<file path="config.mk">
export PLATFORM = sky130hd
export DESIGN_NAME = ram_sdp_clr
export DESIGN_NICKNAME = d
export VERILOG_FILES = /design/src/rtl/ram_sdp_clr.sv
export SDC_FILE = /design/constraint.sdc
export NUM_CORES = 1
export LEC_CHECK = 0
export ABC_AREA = 1
export BUFFER_PORTS_ARGS = -buffer_cell sky130_fd_sc_hd__clkbuf_2
export CELL_PAD_IN_SITES_DETAIL_PLACEMENT = 1
export CELL_PAD_IN_SITES_GLOBAL_PLACEMENT = 1
export CORE_ASPECT_RATIO = 0.7
export CORE_UTILIZATION = 49
export CTS_CLUSTER_DIAMETER = 60
export DETAILED_ROUTE_END_ITERATION = 10
export PLACE_DENSITY = 0.81
export SLEW_MARGIN = 20
export SYNTH_ARGS = -nofsm -noshare
export SYNTH_HDL_FRONTEND = slang
export SYNTH_SLANG_ARGS = --single-unit
</file>
<file path="constraint.sdc">
create_clock -name clk -period 2.24 [get_ports clk]
set_clock_uncertainty 0.2 [all_clocks]
set_input_delay 0.224 -clock clk [delete_from_list [all_inputs] [get_ports clk]]
set_output_delay 0.224 -clock clk [all_outputs]
set_load 0.02 [all_outputs]
</file>
<file path="src/rtl/ram_sdp_clr.sv">
// Simple-dual-port RAM with per-byte write enables, registered read with a valid
// strobe, selectable read-during-write behaviour and a hardware clear sweeper.
module ram_sdp_clr #(
    parameter int                 DATA_W  = 16,
    parameter int                 BYTE_W  = 8,
    parameter int                 ADDR_W  = 4,
    parameter int                 DEPTH   = 16,
    parameter int                 RD_MODE = 0,
    parameter logic [DATA_W-1:0]  CLR_VAL = '0
) (
    input  logic                       clk,
    input  logic                       rst,
    input  logic                       clr,
    output logic                       busy,
    input  logic                       we,
    input  logic [ADDR_W-1:0]          waddr,
    input  logic [DATA_W/BYTE_W-1:0]   wbe,
    input  logic [DATA_W-1:0]          din,
    input  logic                       re,
    input  logic [ADDR_W-1:0]          raddr,
    output logic [DATA_W-1:0]          dout,
    output logic                       dout_vld
);

    localparam int LANES = DATA_W / BYTE_W;
    localparam int CNT_W = ADDR_W + 1;
    localparam int IDX_W = (DEPTH > 1) ? $clog2(DEPTH) : 1;
    localparam logic [CNT_W-1:0] DEPTH_C = CNT_W'(DEPTH);
    localparam logic [CNT_W-1:0] LAST_C  = CNT_W'(DEPTH - 1);

    if (DATA_W % BYTE_W != 0) begin : g_bad_lanes
        $error("ram_sdp_clr: DATA_W must be a multiple of BYTE_W");
    end
    if (DEPTH < 1 || DEPTH > (1 << ADDR_W)) begin : g_bad_depth
        $error("ram_sdp_clr: DEPTH must lie in 1..2**ADDR_W");
    end

    typedef enum logic {
        CLEAR = 1'b0,
        READY = 1'b1
    } state_t;

    state_t            state, state_nxt;
    logic [CNT_W-1:0]  cnt, cnt_nxt;

    logic [DATA_W-1:0] mem [DEPTH];

    logic              waddr_ok, raddr_ok, same_addr;
    logic [IDX_W-1:0]  widx, ridx, cidx;
    logic [DATA_W-1:0] wr_word_p0, rd_word_p0;
    logic [DATA_W-1:0] dout_p1;
    logic              vld_p1;

    // Replace the enabled byte lanes of a stored word with the incoming lanes.
    function automatic logic [DATA_W-1:0] merge_lanes(
        input logic [DATA_W-1:0] old_word,
        input logic [DATA_W-1:0] wdata,
        input logic [LANES-1:0]  be
    );
        logic [DATA_W-1:0] merged;
        merged = old_word;
        for (int i = 0; i < LANES; i++) begin
            if (be[i]) begin
                merged[i*BYTE_W +: BYTE_W] = wdata[i*BYTE_W +: BYTE_W];
            end
        end
        return merged;
    endfunction

    // Stage p0: address decode and word assembly
    assign waddr_ok  = ({1'b0, waddr} < DEPTH_C);
    assign raddr_ok  = ({1'b0, raddr} < DEPTH_C);
    assign same_addr = we && waddr_ok && (waddr == raddr);
    assign widx      = IDX_W'(waddr);
    assign ridx      = IDX_W'(raddr);
    assign cidx      = IDX_W'(cnt);

    assign wr_word_p0 = merge_lanes(mem[widx], din, wbe);

    always_comb begin
        rd_word_p0 = mem[ridx];
        if (!raddr_ok) begin
            rd_word_p0 = CLR_VAL;
        end else if ((RD_MODE != 0) && same_addr) begin
            rd_word_p0 = wr_word_p0;
        end
    end

    always_comb begin
        state_nxt = state;
        cnt_nxt   = cnt;
        case (state)
            CLEAR: begin
                if (clr) begin
                    cnt_nxt = '0;
                end else if (cnt == LAST_C) begin
                    state_nxt = READY;
                end else begin
                    cnt_nxt = cnt + CNT_W'(1);
                end
            end
            READY: begin
                if (clr) begin
                    state_nxt = CLEAR;
                    cnt_nxt   = '0;
                end
            end
            default: begin
                state_nxt = CLEAR;
                cnt_nxt   = '0;
            end
        endcase
    end

    always_ff @(posedge clk or posedge rst) begin
        if (rst) begin
            state <= CLEAR;
            cnt   <= '0;
        end else begin
            state <= state_nxt;
            cnt   <= cnt_nxt;
        end
    end

    // Storage has no reset; the sweep counter never exceeds DEPTH-1 while clearing.
    always_ff @(posedge clk) begin
        if (state == CLEAR) begin
            mem[cidx] <= CLR_VAL;
        end else if (we && waddr_ok) begin
            mem[widx] <= wr_word_p0;
        end
    end

    // Stage p1: registered read data and strobe
    always_ff @(posedge clk or posedge rst) begin
        if (rst) begin
            dout_p1 <= '0;
            vld_p1  <= 1'b0;
        end else begin
            vld_p1 <= 1'b0;
            if (state == READY && re) begin
                vld_p1  <= 1'b1;
                dout_p1 <= rd_word_p0;
            end
        end
    end

    assign busy     = (state == CLEAR);
    assign dout     = dout_p1;
    assign dout_vld = vld_p1;

endmodule

</file>
### Word-level counts from Yosys, hierarchy flattened

Memory sizes are Yosys's and may differ from the RTL's. A register that Yosys moved wholly into a read port is not among the register bits.
Cells that the tools add are included.

| storage, ports and cells | value |
|---|---|
| memories kept | 1 |
| register bits | 7 |
| bits of input ports | 31 |
| RAM bits | 256 |

| cells by class | value |
|---|---|
| bitwise operators | 1 |
| multiplexer cells | 18 |
| reductions and logical operators | 5 |
| add/subtract/negate cells | 1 |
| equality and inequality tests | 5 |

Memory list:

| name | words | width | rd ports | clocked after Yosys merged registers in | write ports | line | text |
|---|---|---|---|---|---|---|---|
| mem | 16 | 16 | 1 | 1 | 1 | 46 | `logic [DATA_W-1:0] mem [DEPTH];` |

Operator list:

| kind | number |
|---|---|
| 16-bit 2-to-1 mux | 1 |
| 8-bit 2-to-1 mux | 2 |
| 16-bit OR reduction | 1 |
| 5-bit 2-to-1 mux | 3 |
| 5-bit one-hot mux with 2 select lines | 1 |
| 1-bit 2-to-1 mux | 8 |
| 2-bit AND reduction | 3 |
| 5-bit by 1-bit adder with 5-bit output, second input constant | 1 |
| 5-bit by 4-bit equality test with 1-bit output, second input constant | 1 |
| 4-bit 2-to-1 mux | 1 |
| 3-bit != test, second input constant | 1 |
| 2-bit 2-to-1 mux | 1 |
| 1-bit != test, second input constant | 2 |
| 2-bit != test, second input constant | 1 |
| 1-bit one-hot mux with 2 select lines | 1 |
| 1-bit logical AND | 1 |
| 1-bit inverter | 1 |

### Logic depth before layout (Yosys ltp)

| depth | value |
|---|---|
| depth after elaboration | 6 |
| depth in mapped cells | 11 |
| mapped depth without buffers | 10 |

### Worst setup path after synthesis

OpenSTA, ideal clock, no wires.

| timing | value |
|---|---|
| kind | reg-to-reg |
| start | reg state |
| end | mem mem[1][0] (enable) |
| data arrival time | 1.467 ns |
| setup slack | 0.203 ns |
| cell stages (with the launch flop) | 9 |
| path buffers | 0 |
| period minus slack after synthesis | 2.037 ns |
| cell sequence | dfrtp_1 > nand2_2 > nor2_8 > nand2_1 > o21ai_2 > inv_1 > nor2_2 > nand2_1 > nor2_1 |

| on the way | value |
|---|---|
| longest elaborated chain between the ends | 5 |
| elaborated cells between the ends (all ways) | 8 |
| those cells by class | 5 x mux; 3 x reduce/logical |

RTL lines:

| item | line | text |
|---|---|---|
| start, declared | 43 | `state_t state, state_nxt;` |
| start signal, assigned | 120 | `state <= state_nxt;` |
| 1-bit 2-to-1 mux | 127 | `if (state == CLEAR) begin` |
| 1-bit 2-to-1 mux (not written as such) | 130 | `mem[widx] <= wr_word_p0;` |
| 2-bit AND reduction (no source line) | - |  |
| 16-bit OR reduction (no source line) | - |  |
| 4-bit 2-to-1 mux (no source line) / 2-bit 2-to-1 mux (equally long branches) | - |  |
| end, declared | 46 |  |

Parallel ways exist; a longest one is shown, timed or not.

### Worst setup path in the final report

| timing | value |
|---|---|
| start | reg state |
| end | mem mem[6][1] (enable) |

The elaborated chain is that of the path after synthesis.

==> impl_metrics.toml <==
[worst_setup_path]
path_common_cell = "nand2_1"
cp_max_fo = 9
rr_worst_depth = 9
worst-endpoint-arrival_ns = 2.23
critPathMaxStageDelay_ns = 0.40
critical_path.cell_chain = "nand2_2 -> nor2_8 -> nand2_1 -> o21ai_2 -> inv_2 -> nor2_4 -> nand2_1 -> nor2_1 -> buf_6"
critPathSlowestCell = "dfrtp_1"
end_kind = "flop"
cp.required_ns = 2.29
crit_type = "reg -> reg"
worstSetupStartpointType = "flop"

[synth]
synth_top_cell_area_share_pct = 66.6
syn_nets = 1088
synthXorXnorAreaFrac_pct = 0
synth.ff_latch_count = 279
synth_fa_ha_area_share_pct = 0.217
syn_inst = 1055
synth.cell_area_um2 = 11500
synthMuxAreaShare_pct = 0
synth_top_area_cell = "edfxtp_1"
synth.avg_cell_area_um2 = 10.9
synth_top_family_by_area = "simple AND/OR/NAND/NOR gates"
synth_cell_types = 20
yosys.area_share.simple_pct = 24.2
yosysWarnings = 0
ys_top_cells_by_area = "edfxtp_1 67%, nand2_1 13%, nand3_1 8.4%, dfrtp_1 5.0%, nor2_1 1.8%"
ys_seq_area_share_pct = 71.5
synth-compound-area-share_pct = 0.574

[floorplan]
die_area_um2 = 24200
core_area_um2 = 22900
initial_core_util_pct = 50.4
rows = 46
die_w_um = 186
io_pins = 49
die_y_um = 130

[power]
swShare_pct = 23.1
clock_power_share_pct = 39.9
power_switching_w = 0.00249
power.share.sequential_pct = 53.4
intPower_w = 0.00829
power_density_nw_per_um2 = 804
finalPower_w = 0.0108
power_frac_comb_pct = 6.7
ir_drop_uv = 724
p_leak_nw = 5.47

[clock_network]
clk_latency_ns = 0.55
cts_buffers = 27
root_buffer = "clkbuf_16"
cts_sinks = 279
clockBufferDepth = 3
clk_pin_slew_worst_paths_ns = 0.06
htreeDepth = 1
cts_tree = "done"

[timing]
drv_slew = 0
fin_crit_ns = 2.18
worst_slew_pin_slew_ns = 0.539
hold_violations = 0
setup_viol = 0
slew-limit-headroom_pct = 64.1
period_share_pct = 97.4
layout_setup_ws_ns = 0.0591
fin_setup_tns_ns = 0
fmax_ghz = 0.459
hold_slack_ns = 0.0238

[grt]
grt_max_degree = 65
grt_pass1_vias = 8455
grt_pass1_wl_mm = 50.1
antenna_found_initial = 0
grt_usage_pct = 28.5
overflow = 0

[placed_design]
portBuffers = 48
gp_congestion = 0.850
place_hpwl_mm = 22.1
place_ws_ns = 0.00628

[outcome]
outcome = "finished, final reports clean"

[layout]
final_common_cell = "nand2_1"
num-nets-final = 1179
diodes = 0
area_growth_pct = 16.0
drive_gt1_share_pct = 15.4
layout.cells.most_common_list = "412 x nand2_1, 256 x edfxtp_1, 194 x nand3_1"

[detailed_routing]
drc = 0
ant_nets = 0
via_count = 8243
firstDrtPassIters = 5
wl_mm = 33.6
drt_iter0_markers = 851
viasPerCell = 5.58
wire_per_inst_um = 22.8

[hold_path]
hold_depth = 4
worstHoldPathType = "in -> reg"

[job]
maxCapViolCount = 0
==> worst max-delay path: cells and delay by family (launching register included) <==
family,cells,cell delay (ns)
and+or+nand+nor,6,0.87
DFF,1,0.40
AOI/OAI and AO/OA,1,0.13
buffers and inverters,2,0.30
==> power by group through the flow <==
stage                     Clock, W  Combinational, W  Sequential [W]
final                      0.00430          0.000720         0.00575
after global routing       0.00452          0.000784         0.00576
after CTS                  0.00435          0.000704         0.00575
after detailed placement         0          0.000690         0.00586
after global placement           0          0.000663         0.00586
after floorplan                  0          0.000419         0.00585
==> stage by stage <==
| step | utilization (%) | instance area [um^2] | cells |
|---|---|---|---|
| global placement | 54.6 | 12500 | 1425 |
| global route | 58.5 | 13400 | 1478 |
| finish | 58.5 | 13400 | 1478 |
| CTS | 58.3 | 13400 | 1477 |
| floorplan | - | 11500 | 1055 |
| detailed placement | 54.6 | 12500 | 1425 |
==> registers in the layout, summed over array words and instances, names as in the netlist <==
register / cells
cnt: 5
dout: 16
dout_vld: 1
mem: 256
state: 1
==> cells in the mapped netlist, drive strengths merged <==
master	instances
nand3	194
edfxtp	256
nand2	413
clkinv	1
clkbuf	14
o22ai	1
dfrtp	23
ha	2
nor2	62
o21ai	6
a21oi	3
buf	42
inv	36
nor3	2
==> metal layers <==
metal	track usage (%)	up-vias	share of wire [%]
met1	42.2	4093	44
li1	-	3751	-
met3	4.93	51	8.3
met2	44.5	348	46
met4	6.37	0	1.6
met5	0	-	0
==> layout make-up <==
| class | instances | area [um^2] |
|---|---|---|
| fillers | 2466 | 9500 |
| inverters | 37 | 140 |
| well taps | 312 | 390 |
| clock buffers | 35 | 746 |
| repair buffers | 118 | 858 |
| multi-input cells | 683 | 2930 |
| flip-flops and latches | 279 | 8260 |
| clock inverters | 14 | 78.8 |
==> cells by family after synthesis <==
logic type,after synthesis
DFF,279
AOI/OAI and AO/OA,10
adders and majority gates,2
and+or+nand+nor,671
buffers and inverters,93
==> final timing paths <==
path	start	endpoint	slack (ns)
worst max-delay path	state	mem[6][1]	0.06
worst min-delay path	din[5]	mem[1][5]	0.02
worst max register to register	state	mem[6][1]	0.06
worst min register to register	dout[7]	dout[7]	0.28
max in group asynchronous	rst	state	1.52
min in group asynchronous	rst	dout[3]	0.07
==> what timing repair did <==
item / in CTS / in global routing
pin swaps: 0 / 1
endpoints found under the setup margin: 8 / 216
hold endpoints to repair: 46 / 0
hold buffers: 3 / 0
gates resized for setup: 2 / 9
setup buffers: 0 / 1
No activity file was read; power rests on OpenSTA's default activity.
